## src/rtl/wptr_full_sync_if.sv

```systemverilog
// Write-side bus of the async FIFO write-pointer block.
//   master : write-side user logic (drives wen, ovf_clr) plus read-domain rptr_gray
//   slave  : wptr_full_sync (drives address, Gray pointer, flags, level)
// Signals:
//   wen, ovf_clr         write request, overflow clear
//   rptr_gray            read pointer in Gray code, asynchronous to wclk
//   waddr                RAM write address
//   wptr_gray            registered Gray write pointer for the read domain
//   wfull, walmost_full  registered full / almost-full flags
//   wlevel               words held as seen from the write side
//   woverflow            sticky overflow flag
interface wptr_full_sync_if #(
  parameter int ASIZE = 4
);
  logic             wen;
  logic             ovf_clr;
  logic [ASIZE:0]   rptr_gray;
  logic [ASIZE-1:0] waddr;
  logic [ASIZE:0]   wptr_gray;
  logic             wfull;
  logic             walmost_full;
  logic [ASIZE:0]   wlevel;
  logic             woverflow;

  modport master (
    output wen, ovf_clr, rptr_gray,
    input  waddr, wptr_gray, wfull, walmost_full, wlevel, woverflow
  );

  modport slave (
    input  wen, ovf_clr, rptr_gray,
    output waddr, wptr_gray, wfull, walmost_full, wlevel, woverflow
  );
endinterface

```

## src/rtl/wptr_full_sync.sv

```systemverilog
// Write-domain half of the async FIFO. Owns the binary and Gray write pointers,
// synchronises the read Gray pointer into wclk, and produces registered full,
// almost-full, fill level and a sticky overflow flag.
// Ports:
//   wclk   write clock
//   wrstn  asynchronous active-low reset
//   bus    wptr_full_sync_if.slave (wen, ovf_clr, rptr_gray in; waddr, wptr_gray,
//          wfull, walmost_full, wlevel, woverflow out)
module wptr_full_sync #(
  parameter int ASIZE        = 4,
  parameter int SYNC_STAGES  = 2,
  parameter int AFULL_THRESH = 12
) (
  input logic             wclk,
  input logic             wrstn,
  wptr_full_sync_if.slave bus
);
  localparam int             PW       = ASIZE + 1;
  localparam logic [ASIZE:0] LP_AFULL = PW'(AFULL_THRESH);

  logic [ASIZE:0]                  r_wbin;
  logic [ASIZE:0]                  r_wgray;
  logic [ASIZE:0]                  r_wlevel;
  logic                            r_wfull;
  logic                            r_afull;
  logic                            r_ovf;
  logic [SYNC_STAGES-1:0][ASIZE:0] r_sync;

  logic           w_wpush;
  logic [ASIZE:0] w_rq_gray;
  logic [ASIZE:0] w_rbin_s;
  logic [ASIZE:0] w_wbin_n;
  logic [ASIZE:0] w_wgray_n;
  logic [ASIZE:0] w_level_n;
  logic [ASIZE:0] w_full_gray;

  function automatic logic [ASIZE:0] gray2bin(input logic [ASIZE:0] g);
    logic [ASIZE:0] b;
    b        = '0;
    b[ASIZE] = g[ASIZE];
    for (int i = ASIZE - 1; i >= 0; i--) b[i] = b[i+1] ^ g[i];
    return b;
  endfunction

  // rptr_gray enters only the first stage; the last stage feeds the flag logic.
  always_ff @(posedge wclk or negedge wrstn) begin
    if (!wrstn) r_sync <= '0;
    else        r_sync <= {r_sync[SYNC_STAGES-2:0], bus.rptr_gray};
  end

  assign w_rq_gray = r_sync[SYNC_STAGES-1];
  assign w_rbin_s  = gray2bin(w_rq_gray);

  assign w_wpush   = bus.wen & ~r_wfull;
  assign w_wbin_n  = r_wbin + PW'(w_wpush);
  assign w_wgray_n = (w_wbin_n >> 1) ^ w_wbin_n;
  assign w_level_n = w_wbin_n - w_rbin_s;

  // Full in Gray space: the write pointer is one lap ahead of the read pointer,
  // which in Gray code means the top two bits inverted and the rest equal.
  assign w_full_gray = {~w_rq_gray[ASIZE:ASIZE-1], w_rq_gray[ASIZE-2:0]};

  // Flags use the next-state pointer so the filling write asserts wfull on its own edge.
  always_ff @(posedge wclk or negedge wrstn) begin
    if (!wrstn) begin
      r_wbin   <= '0;
      r_wgray  <= '0;
      r_wlevel <= '0;
      r_wfull  <= 1'b0;
      r_afull  <= 1'b0;
    end else begin
      r_wbin   <= w_wbin_n;
      r_wgray  <= w_wgray_n;
      r_wlevel <= w_level_n;
      r_wfull  <= (w_wgray_n == w_full_gray);
      r_afull  <= (w_level_n >= LP_AFULL);
    end
  end

  // Set has priority over clear so a simultaneous overflow is never lost.
  always_ff @(posedge wclk or negedge wrstn) begin
    if (!wrstn)                   r_ovf <= 1'b0;
    else if (bus.wen & r_wfull)   r_ovf <= 1'b1;
    else if (bus.ovf_clr)         r_ovf <= 1'b0;
  end

  assign bus.waddr        = r_wbin[ASIZE-1:0];
  assign bus.wptr_gray    = r_wgray;
  assign bus.wfull        = r_wfull;
  assign bus.walmost_full = r_afull;
  assign bus.wlevel       = r_wlevel;
  assign bus.woverflow    = r_ovf;
endmodule
```

## src/flat_wrapper.sv

```systemverilog
// flat-port wrapper written by rule: the top's interface ports become plain ports
module wptr_full_sync_flat 
#(
  parameter int ASIZE        = 4,
  parameter int SYNC_STAGES  = 2,
  parameter int AFULL_THRESH = 12
)
  (wclk, wrstn, bus_wen, bus_ovf_clr, bus_rptr_gray, bus_waddr, bus_wptr_gray, bus_wfull, bus_walmost_full, bus_wlevel, bus_woverflow);
  wptr_full_sync_if #(.ASIZE(ASIZE)) bus_i ();
  input logic wclk;
  input logic wrstn;
  input wire logic [$bits(bus_i.wen)-1:0] bus_wen;
  input wire logic [$bits(bus_i.ovf_clr)-1:0] bus_ovf_clr;
  input wire logic [$bits(bus_i.rptr_gray)-1:0] bus_rptr_gray;
  output wire logic [$bits(bus_i.waddr)-1:0] bus_waddr;
  output wire logic [$bits(bus_i.wptr_gray)-1:0] bus_wptr_gray;
  output wire logic [$bits(bus_i.wfull)-1:0] bus_wfull;
  output wire logic [$bits(bus_i.walmost_full)-1:0] bus_walmost_full;
  output wire logic [$bits(bus_i.wlevel)-1:0] bus_wlevel;
  output wire logic [$bits(bus_i.woverflow)-1:0] bus_woverflow;
  assign bus_i.wen = bus_wen;
  assign bus_i.ovf_clr = bus_ovf_clr;
  assign bus_i.rptr_gray = bus_rptr_gray;
  assign bus_waddr = bus_i.waddr;
  assign bus_wptr_gray = bus_i.wptr_gray;
  assign bus_wfull = bus_i.wfull;
  assign bus_walmost_full = bus_i.walmost_full;
  assign bus_wlevel = bus_i.wlevel;
  assign bus_woverflow = bus_i.woverflow;
  wptr_full_sync #(.ASIZE(ASIZE), .SYNC_STAGES(SYNC_STAGES), .AFULL_THRESH(AFULL_THRESH)) u_core (.wclk(wclk), .wrstn(wrstn), .bus(bus_i));
endmodule
```

## config.mk

```make
export PLATFORM = sky130hd
export DESIGN_NAME = wptr_full_sync_flat
export DESIGN_NICKNAME = d
export VERILOG_FILES = /design/src/rtl/wptr_full_sync_if.sv /design/src/rtl/wptr_full_sync.sv /design/src/flat_wrapper.sv
export SDC_FILE = /design/constraint.sdc
export NUM_CORES = 1
export LEC_CHECK = 0
export CORE_ASPECT_RATIO = 0.7
export CORE_MARGIN = 2
export CORE_UTILIZATION = 35
export DETAILED_ROUTE_END_ITERATION = 8
export GPL_TIMING_DRIVEN = 0
export PLACE_DENSITY = 0.66
export SLEW_MARGIN = 20
export SYNTH_ARGS = -nofsm -noshare
export SYNTH_HDL_FRONTEND = slang
export SYNTH_SLANG_ARGS = --single-unit
```

## constraint.sdc

```tcl
create_clock -name wclk -period 6.4 [get_ports wclk]
set_input_delay 0.64 -clock wclk [delete_from_list [all_inputs] [get_ports wclk]]
set_output_delay 0.64 -clock wclk [all_outputs]
set_load 0.01 [all_outputs]
```

======== After elaboration in Yosys (flattened, before gate mapping) ========
Cells that the tools add are included.
storage, ports and cells
  memories ................................ 0
  bits of input ports ..................... 9
  logic and storage cells ................. 24
  ROM bits ................................ 0
  bits in writable memories ............... 0
  bits in latches ......................... 0
  output and inout bits ................... 17
  bits in registers ....................... 28
operators by class
  shift operators ......................... 0
  add/subtract/negate cells ............... 2
  reduce and logical (&&, ||, !) cells .... 1
  $mul .................................... 0
  muxes and demuxes ....................... 2
  divide/modulo/power cells ............... 0
  eq/ne operators ......................... 1
  bitwise logic cells ..................... 9
  order comparisons ....................... 1
operators with widths
  kind                                                                                  count
  5-bit by 1-bit adder with 5-bit output                                                1
  5-bit equality test                                                                   1
  5-bit by 4-bit greater-or-equal comparator with 1-bit output (second input constant)  1
  5-bit subtractor                                                                      1
  4-bit by 5-bit XOR with 5-bit output                                                  1
  1-bit XOR                                                                             4
  1-bit bitwise AND                                                                     2
  1-bit 2-to-1 mux                                                                      2
  2-bit NOT                                                                             1
  2-bit nonzero test                                                                    1
  1-bit NOT                                                                             1

======== Longest topological paths before layout ========
Gate-level depths: netlist of the first run.
  depth after elaboration ................. 6
  gate-level depth with buffers ........... 10
  mapped depth without buffers ............ 10

======== Worst setup path before layout of the first run ========
Ideal clock, no wire load.
  path type ............................... input-to-reg
  start ................................... in bus_wen
  end ..................................... reg u_core.r_afull (netlist: u_core.bus.walmost_full)
  stages .................................. 9
  data required time ...................... 6.262 ns
  setup time .............................. 0.138 ns
  arrival ................................. 2.791 ns
  buffers on the path ..................... 0
  path slack .............................. 3.470 ns
  cells stage by stage .................... nor2b_1 -> ha_1 -> ha_1 -> inv_1 -> fa_1 -> nor2b_1 -> o21ai_0 -> and3_1 -> or4b_1
on the way
  cells in the longest elaborated chain, start to end .. 4
ends and longest elaborated chain
  item                                                          RTL line              text
  start: declaration                                            flat_wrapper.sv:12    input wire logic [$bits(bus_i.wen)-1:0] bus_wen;
  1-bit bitwise AND                                             wptr_full_sync.sv:54  assign w_wpush = bus.wen & ~r_wfull;
  5-bit by 1-bit adder with 5-bit output                        wptr_full_sync.sv:55  assign w_wbin_n = r_wbin + PW'(w_wpush);
  via u_core.w_wbin_n[1]                                        wptr_full_sync.sv:32  logic [ASIZE:0] w_wbin_n;
  5-bit subtractor                                              wptr_full_sync.sv:57  assign w_level_n = w_wbin_n - w_rbin_s;
  5-bit by 4-bit greater-or-equal comparator with 1-bit output  wptr_full_sync.sv:76  r_afull <= (w_level_n >= LP_AFULL);
  end signal: assignment                                        wptr_full_sync.sv:76
  end: declaration                                              wptr_full_sync.sv:25  logic r_afull;
The timed path passes the listed nets, and every way through them passes these cells.
A chain may end at the register's enable or synchronous reset.

======== Worst setup path after layout of the first run ========
Same ends and word-level chain as after synthesis.

==> impl_metrics.json, run 1 <==
{
  "status": "completed",
  "max_cap_viol_count": 0,
  "cp_cell_sequence": "clkdlybuf4s50_1, nor2b_1, ha_1, ha_1, xor2_2, ha_1, nor2b_1, o21ai_0, a21oi_1, or4b_1",
  "io_pins": 26,
  "synth_top_area_cell": "dfrtp_1",
  "row_count": 17,
  "wl_um": 1860,
  "htreeDepth": 1,
  "grt_antenna_before_repair": 0,
  "start_kind": "input port",
  "synth_adder_area_share_pct": 7.95,
  "grt_pass1_vias": 717,
  "worstMarginPinSlew_ns": 0.572,
  "netlist_area_mm2": 0.00120,
  "cts_resized": 0,
  "yosys_register_bits": 27,
  "cp-end-kind": "flip-flop",
  "cts_buffers": 3,
  "drtIter0Drc": 35,
  "grt-ovfl-total": 0,
  "avgSynthCellArea_um2": 13.3,
  "grt_max_degree": 28,
  "wl_per_cell_um": 11.2,
  "grt_setup_unrepaired": "no",
  "synthMuxAreaShare_pct": 0.837,
  "cp_data_arrival_time_ns": 3.51,
  "fin_skew_ns": 0.00387,
  "path_class": "input port to flip-flop",
  "die_area_mm2": 0.00391,
  "start_util_pct": 37.2,
  "final_common_cell": "dfrtp_1",
  "clk-insertion-delay-late_ns": 0.26,
  "netlist.area_leader.share_pct": 56.5,
  "cts_hold_buf": 0,
  "drive_above_1_share_pct": 10.9,
  "synth_cells": 90,
  "cts_tree": "done",
  "finalNetCount": 136,
  "irDropWorstVdd_uv": 198,
  "yosysWarnings": 0,
  "ys_types": 29,
  "path_clk_slew_ns": 0.08,
  "slew-limit-headroom_pct": 61.9,
  "critPathMaxStageDelay_ns": 0.53,
  "design.core.area_mm2": 0.00321,
  "final_core_util_pct": 48.1,
  "finalHoldViolations": 0,
  "ys_async_sr_fraction_pct": 100,
  "gp_congestion": 0.677,
  "whs_ns": 0.352,
  "cts_sinks": 27,
  "synth.top_cells.by_area": "dfrtp_1 56%, xnor2_1 8.8%, ha_1 6.3%, xor2_1 4.4%, inv_1 2.8%",
  "post-cts-setup-buffers": 0,
  "syn2layout_area_growth_pct": 29.2,
  "syn_nets": 106,
  "synth_seq_area_share_pct": 56.5,
  "mostFrequentLayoutCells": "27 x dfrtp_1, 24 x clkdlybuf4s50_1, 12 x xnor2_1",
  "crit_slowest_cell": "or4b_1",
  "fin_crit_ns": 3.38,
  "vias_per_cell": 4.31,
  "max_freq_mhz": 296,
  "critPathMaxFanout": 6,
  "die_h_um": 52.9,
  "synth_top_family_by_area": "XOR/XNOR gates",
  "critPathRequiredTime_ns": 6.53,
  "root_buffer": "clkbuf_8",
  "final_max_slew_viol_count": 0,
  "vias": 716,
  "synth_xor_area_share_pct": 17.3,
  "fin_crit_sh_pct": 52.7,
  "diodes": 0,
  "first_pass_iters": 4,
  "drc_errors": 0,
  "holdCritPathClass": "flip-flop to flip-flop",
  "gr-usage-all-layers_pct": 11.5,
  "synth_edf_count": 0,
  "crit_family": "adder cells",
  "grt_pass1_wl_um": 3270,
  "synth_compound_area_share_pct": 6.59,
  "power_per_cell_area_mw_per_mm2": 545,
  "totalPowerFinal_w": 0.000843,
  "cts.path.max_buffers": 2,
  "die_w_um": 73.9,
  "leakagePower_nw": 0.667,
  "port_buffers": 25,
  "crit_buf_inv": 1,
  "crit_top_cell": "ha_1",
  "setup_viol": 0,
  "tns_ns": 0,
  "antenna_left": 0,
  "yosys.area_share.simple_pct": 7.64,
  "synthFlopType": "dfrtp_1",
  "dp.final_hpwl_um": 1440,
  "num-fill-cells": 301
}
worst paths after layout:
kind / start / endpoint / slack, ns / cells after the start
hold / removal: u_core.r_sync[2] / u_core.w_rq_gray[2] / 0.35 / 0
max in group asynchronous: wrstn / u_core.w_rq_gray[4] / 5.66 / 1
setup reg to reg: u_core.w_rq_gray[4] / u_core.bus.walmost_full / 3.32 / 10
min in group asynchronous: wrstn / u_core.bus.woverflow / 0.36 / 1
hold reg to reg: u_core.r_sync[2] / u_core.w_rq_gray[2] / 0.35 / 0
setup / recovery: bus_wen / u_core.bus.walmost_full / 3.02 / 10
through the flow:
stage	setup slack (ns)	instance area (um2)	instances
2_1_floorplan	3.47	1200	90
3_3_place_gp	2.82	1510	162
3_5_place_dp	2.79	1500	162
4_1_cts	3.03	1550	166
5_1_grt	2.82	1550	166
6_report	3.02	1550	166
registers in the layout, summed over array words and instances, names as in the netlist:
signal and count:
u_core.bus.walmost_full 1, u_core.bus.wfull 1, u_core.bus.wlevel 5, u_core.bus.woverflow 1, u_core.bus.wptr_gray 4, u_core.r_sync 5
u_core.r_wbin 5, u_core.w_rq_gray 5
synth_stat cells, drive strengths merged (2+ instances only):
| cell type | n |
|---|---|
| dfrtp | 27 |
| xnor2 | 14 |
| inv | 9 |
| xor2 | 7 |
| ha | 6 |
| nand3 | 4 |
| a21oi | 2 |
| nor2b | 2 |
| o21ai | 2 |
routing by layer:
layer / track usage (%) / up-vias / wire length [um]
met4: 1.82 / 0 / 0
met1: 15.2 / 338 / 902
li1: - / 355 / -
met2: 18.0 / 23 / 817
met3: 4.95 / 0 / 137
met5: 0 / - / 0
cell type report:
| class | count | area, um2 | share of cell area [%] |
|---|---|---|---|
| tap | 47 | 58.8 | 3.81 |
| timing repair buffer | 25 | 245 | 15.9 |
| clock buffer | 4 | 45.0 | 2.91 |
| multi-input combinational | 53 | 482 | 31.2 |
| sequential | 27 | 676 | 43.7 |
| inverter | 9 | 33.8 | 2.19 |
| buffer | 1 | 5.00 | 0.324 |
kinds of logic (layout without fill, tap and decap cells):
| family | Yosys count | after routing |
|---|---|---|
| DFF | 27 | 27 |
| muxes | 1 | 1 |
| adders and majority gates | 7 | 7 |
| and+or+nand+nor | 14 | 14 |
| AOI/OAI and AO/OA | 10 | 10 |
| xor gates and xnor gates | 21 | 21 |
| buffers and inverters | 10 | 39 |
where the power goes:
group	internal, W	leakage [nW]	switching (W)	total, W
Combinational	0.000251	0.325	0.000231	0.000482
Sequential	0.000233	0.320	0.0000371	0.000270
Clock	0.0000444	0.0228	0.0000455	0.0000899
(Power assumes the default switching activity.)
==> run 2: changes to the inputs <==
--- a/config.mk
+++ b/config.mk
@@ -10,7 +10,7 @@
 export CORE_UTILIZATION = 35
 export DETAILED_ROUTE_END_ITERATION = 8
 export GPL_TIMING_DRIVEN = 0
-export PLACE_DENSITY = 0.66
+export PLACE_DENSITY = 0.68
 export SLEW_MARGIN = 20
 export SYNTH_ARGS = -nofsm -noshare
 export SYNTH_HDL_FRONTEND = slang
==> constraint.sdc (replaced) <==
create_clock -name wclk -period 2.9 [get_ports wclk]
set_input_delay 0.29 -clock wclk [delete_from_list [all_inputs] [get_ports wclk]]
set_output_delay 0.29 -clock wclk [all_outputs]
set_load 0.01 [all_outputs]
==> run 2 against run 1 <==
Critical path depth is the same. Worst hold slack worse by 0.34 ns. First-iteration DRC count rose by 60%. Combinational power is 140% higher. Flip-flop and latch count did not move.
==> impl_metrics.json, run 2 (same netlist as run 1, synthesis figures left out) <==
{
  "cts_tree": "done",
  "wl_per_cell_um": 12.0,
  "finalHoldViolations": 0,
  "critPathMaxFanout": 5,
  "path_class": "flip-flop to flip-flop",
  "start_util_pct": 37.2,
  "setup_viol": 0,
  "drtIter0Drc": 56,
  "vias": 728,
  "first_pass_iters": 2,
  "crit_top_cell": "xor2_2",
  "fin_cells": 170,
  "path_clk_slew_ns": 0.08,
  "multiInputGateArea_um2": 538,
  "totalPowerFinal_w": 0.00199,
  "io_pins": 26,
  "dp.final_hpwl_um": 1500,
  "cts.path.max_buffers": 2,
  "max_cap_viol_count": 0,
  "fin_skew_ns": 0.00473,
  "gp_congestion": 0.683,
  "fin_crit_sh_pct": 95.9,
  "drive_above_1_share_pct": 21.1,
  "drc_errors": 0,
  "grt_max_degree": 28,
  "port_buffers": 25,
  "die_w_um": 73.9,
  "register_area_um2": 676,
  "syn2layout_area_growth_pct": 36.4,
  "grt_pass1_wl_um": 3440,
  "max_freq_mhz": 360,
  "cp-end-kind": "flip-flop",
  "fin_crit_ns": 2.78,
  "grt_antenna_before_repair": 0,
  "status": "completed",
  "worstMarginPinSlew_ns": 0.593,
  "grt_setup_unrepaired": "yes",
  "cts_hold_buf": 0,
  "antenna_left": 0,
  "final_common_cell": "dfrtp_1",
  "grt-ovfl-total": 0,
  "crit_slowest_cell": "or4b_4",
  "cp_cell_sequence": "xnor2_2, xor2_2, xor2_2, xnor2_1, ha_2, fa_2, nor2b_2, o21ai_2, and3_1, or4b_4",
  "htreeDepth": 1,
  "row_count": 17,
  "root_buffer": "clkbuf_8",
  "final_max_slew_viol_count": 0,
  "wl_um": 2050,
  "power_per_cell_area_mw_per_mm2": 1220,
  "gr-usage-all-layers_pct": 12.2,
  "num-fill-cells": 283,
  "diodes": 0,
  "slew-limit-headroom_pct": 60.5,
  "cts_sinks": 27,
  "leakagePower_nw": 0.689,
  "start_kind": "flip-flop",
  "critPathRequiredTime_ns": 3.04,
  "cts_buffers": 3,
  "clk-insertion-delay-late_ns": 0.27,
  "cp_data_arrival_time_ns": 2.92,
  "grt_pass1_vias": 755,
  "holdCritPathClass": "input port to async pin",
  "critPathMaxStageDelay_ns": 0.47,
  "irDropWorstVdd_uv": 642,
  "design.core.area_mm2": 0.00321,
  "dp_cells": 162,
  "mostFrequentLayoutCells": "27 x dfrtp_1, 24 x clkdlybuf4s50_1, 12 x xnor2_1",
  "die_area_mm2": 0.00391,
  "vias_per_cell": 4.28,
  "finalNetCount": 140,
  "die_h_um": 52.9
}
run 2: cell count changes in the layout (fill, tap and decap cells not counted), moves of 2 or more:
cell	delta
buf_4	+4
ha_1	-3
ha_2	+2
xor2_1	-2
run 2: path summary, 6_finish.rpt:
kind,endpoint,cells after the start,start,slack [ns]
setup / recovery,u_core.bus.walmost_full,10,u_core.w_rq_gray[4],0.12
hold / removal,u_core.bus.wlevel[0],1,wrstn,0.01
setup reg to reg,u_core.bus.walmost_full,10,u_core.w_rq_gray[4],0.12
hold reg to reg,u_core.w_rq_gray[0],0,u_core.r_sync[0],0.35
max in group asynchronous,u_core.w_rq_gray[1],1,wrstn,2.49
min in group wclk,u_core.w_rq_gray[0],0,u_core.r_sync[0],0.35
run 2: cell type report:
type	instances	area share, %
Clock buffer	4	2.76
Multi-Input combinational cell	53	33.0
Sequential cell	27	41.4
Inverter	9	2.07
Timing Repair Buffer	29	16.9
Tap cell	47	3.60
Buffer	1	0.307
run 2: power by group:
group | switching [W] | internal (W) | total [W]
Sequential | 0.0000890 | 0.000514 | 0.000603
Combinational | 0.000546 | 0.000632 | 0.00118
Clock | 0.000106 | 0.0000983 | 0.000204
Total | 0.000741 | 0.00124 | 0.00199
run 2: critical path: cells and delay by family, from the launching register on:
kind,cells,cell delay [ns]
and+or+nand+nor,3,0.76
xor gates and xnor gates,4,0.75
DFF,1,0.43
adders and majority gates,2,0.62
AOI/OAI and AO/OA,1,0.07
run 2: per-layer routing:
layer	vias up	track usage, %	routed length [um]
met4	0	2.73	17
li1	362	-	-
met3	4	4.57	116
met5	-	0	0
met2	22	19.5	906
met1	340	15.9	1010
run 2: metrics by stage:
step / area [um2] / hold slack [ns] / utilization, % / setup TNS, ns / setup WS (ns)
after CTS: 1590 / 0.0256 / 49.6 / 0 / 0.0199
after detailed placement: 1500 / 0.327 / 46.7 / -0.538 / -0.399
after global routing: 1630 / 0.0551 / 50.8 / -0.0487 / -0.0487
final: 1630 / 0.0137 / 50.8 / 0 / 0.119
after global placement: 1510 / 0.335 / 46.9 / -0.391 / -0.317
after floorplan: 1200 / -0.00559 / - / 0 / 0.0568
run 2: timing repair:
| action | 4_1_cts | 5_1_grt |
|---|---|---|
| pin swaps | 4 | 9 |
| setup buffers | 3 | 1 |
| gates cloned | 0 | 0 |
| gates resized for setup | 4 | 8 |
| endpoints found under the setup margin | 1 | 1 |
==> run 3: changes to the inputs <==
--- a/config.mk
+++ b/config.mk
@@ -11,6 +11,7 @@
 export DETAILED_ROUTE_END_ITERATION = 8
 export GPL_TIMING_DRIVEN = 0
 export PLACE_DENSITY = 0.68
+export SKIP_CTS_REPAIR_TIMING = 1
 export SLEW_MARGIN = 20
 export SYNTH_ARGS = -nofsm -noshare
 export SYNTH_HDL_FRONTEND = slang
==> run 3 against run 2 <==
Sequential power hardly changed. Sequential share of layout area is 0.19 points higher. Non-clock buffer count stayed put. Worst hold slack hardly changed. Maximum frequency is 0.10% lower. Global-route usage is 0.38 points lower. Via count is 1.1% higher. Design area is 0.46% lower. Clock-buffer cell count stayed put. Largest cell class unchanged. Largest power group unchanged.
==> impl_metrics.json, run 3 (same netlist as run 1, synthesis figures left out) <==
{
  "gr-usage-all-layers_pct": 11.8,
  "grt-busiest-layer": "met2",
  "grt_use_met2_pct": 18.8,
  "diodes": 0,
  "path_clk_slew_ns": 0.08,
  "final_area_mm2": 0.00162,
  "grt_setup_unrepaired": "yes",
  "multiInputGateArea_um2": 531,
  "wl_per_cell_um": 12.1,
  "totalPowerFinal_w": 0.00199,
  "grt-ovfl-total": 0,
  "die_area_mm2": 0.00391,
  "critPathRequiredTime_ns": 3.04,
  "cts_sinks": 27,
  "final_core_util_pct": 50.6,
  "num-fill-cells": 284,
  "start_util_pct": 37.2,
  "finalHoldViolations": 0,
  "slew-limit-headroom_pct": 60.7,
  "port_buffers": 25,
  "drive_above_1_share_pct": 20.3,
  "max_cap_viol_count": 0,
  "dp.final_hpwl_um": 1500,
  "fin_crit_sh_pct": 96.0,
  "reg2reg_from": "u_core.w_rq_gray[3]",
  "clk-insertion-delay-late_ns": 0.27,
  "max_freq_mhz": 359,
  "design.core.area_mm2": 0.00321,
  "critPathMaxFanout": 5,
  "setup_viol": 0,
  "power_per_cell_area_mw_per_mm2": 1230,
  "fin_skew_ns": 0.00482,
  "dpl_cell_area_mm2": 0.00150,
  "cts.path.max_buffers": 2,
  "status": "completed",
  "final_max_slew_viol_count": 0,
  "cp_data_arrival_time_ns": 2.92,
  "grt_use_met1_pct": 15.4,
  "cts_buffers": 3,
  "first_pass_iters": 2,
  "drtIter0Drc": 44,
  "gp_congestion": 0.683,
  "crit_slowest_cell": "or4b_4",
  "grt_pass1_vias": 733,
  "die_h_um": 52.9,
  "crit_buf_inv": 0,
  "die_w_um": 73.9,
  "crit_family": "XOR/XNOR gates",
  "htreeDepth": 1,
  "fin_crit_ns": 2.78,
  "final_common_cell": "dfrtp_1",
  "grt_pass1_wl_um": 3330,
  "vias_per_cell": 4.33,
  "grt_antenna_before_repair": 0,
  "vias": 736,
  "irDropWorstVdd_uv": 650,
  "syn2layout_area_growth_pct": 35.8,
  "holdCritPathClass": "input port to async pin",
  "mostFrequentLayoutCells": "27 x dfrtp_1, 24 x clkdlybuf4s50_1, 12 x xnor2_1",
  "crit_start": "u_core.w_rq_gray[3]",
  "cts_tree": "done",
  "io_pins": 26,
  "wl_um": 2060,
  "row_count": 17,
  "r2r_slack_ns": 0.12,
  "critPathMaxStageDelay_ns": 0.47,
  "antenna_left": 0,
  "finalNetCount": 140,
  "root_buffer": "clkbuf_8",
  "cp_cell_sequence": "xnor2_2, xor2_2, xor2_1, xnor2_1, ha_2, fa_2, nor2b_2, o21ai_2, and3_1, or4b_4",
  "register_area_um2": 676,
  "leakagePower_nw": 0.688,
  "worstMarginPinSlew_ns": 0.590,
  "grtUsageMet3_pct": 4.57,
  "drc_errors": 0,
  "start_kind": "flip-flop",
  "path_class": "flip-flop to flip-flop",
  "cp-end-kind": "flip-flop",
  "grt_max_degree": 28
}
==> run 3: cell counts in the layout (fill, tap and decap cells not counted) <==
No cell type changed its count.
==> run 3: layer usage <==
metal	vias to the layer above	wire length [um]
met5	-	0
met4	0	17
met3	4	116
met2	22	919
met1	347	1010
li1	363	-
==> run 3: cell type report <==
class | instances | share of cell area [%]
timing repair buffer | 29 | 16.9
inverter | 9 | 2.08
buffer | 1 | 0.308
clock buffer | 4 | 2.77
multi-input combinational | 53 | 32.7
tap | 47 | 3.62
sequential | 27 | 41.6
==> run 3: per-stage QoR <==
| stage | hold slack [ns] | cells | worst slack [ns] | setup TNS [ns] |
|---|---|---|---|---|
| finish | 0.0141 | 170 | 0.116 | 0 |
| global route | 0.0552 | 170 | -0.0310 | -0.0310 |
| CTS | 0.0256 | 166 | -0.209 | -0.209 |
| detailed placement | 0.327 | 162 | -0.399 | -0.538 |
| global placement | 0.335 | 162 | -0.317 | -0.391 |
| floorplan | -0.00559 | 90 | 0.0568 | 0 |
==> run 3: final timing paths <==
path | cells after the start | endpoint
min in group wclk | 0 | u_core.w_rq_gray[0]
setup reg to reg | 10 | u_core.bus.walmost_full
hold reg to reg | 0 | u_core.w_rq_gray[0]
max in group asynchronous | 1 | u_core.w_rq_gray[1]
setup / recovery | 10 | u_core.bus.walmost_full
hold / removal | 1 | u_core.bus.wlevel[0]
==> run 3: power by group <==
part	internal, W	total [W]	switching (W)
clock network	0.0000982	0.000203	0.000105
registers	0.000514	0.000604	0.0000899
logic	0.000637	0.00119	0.000550
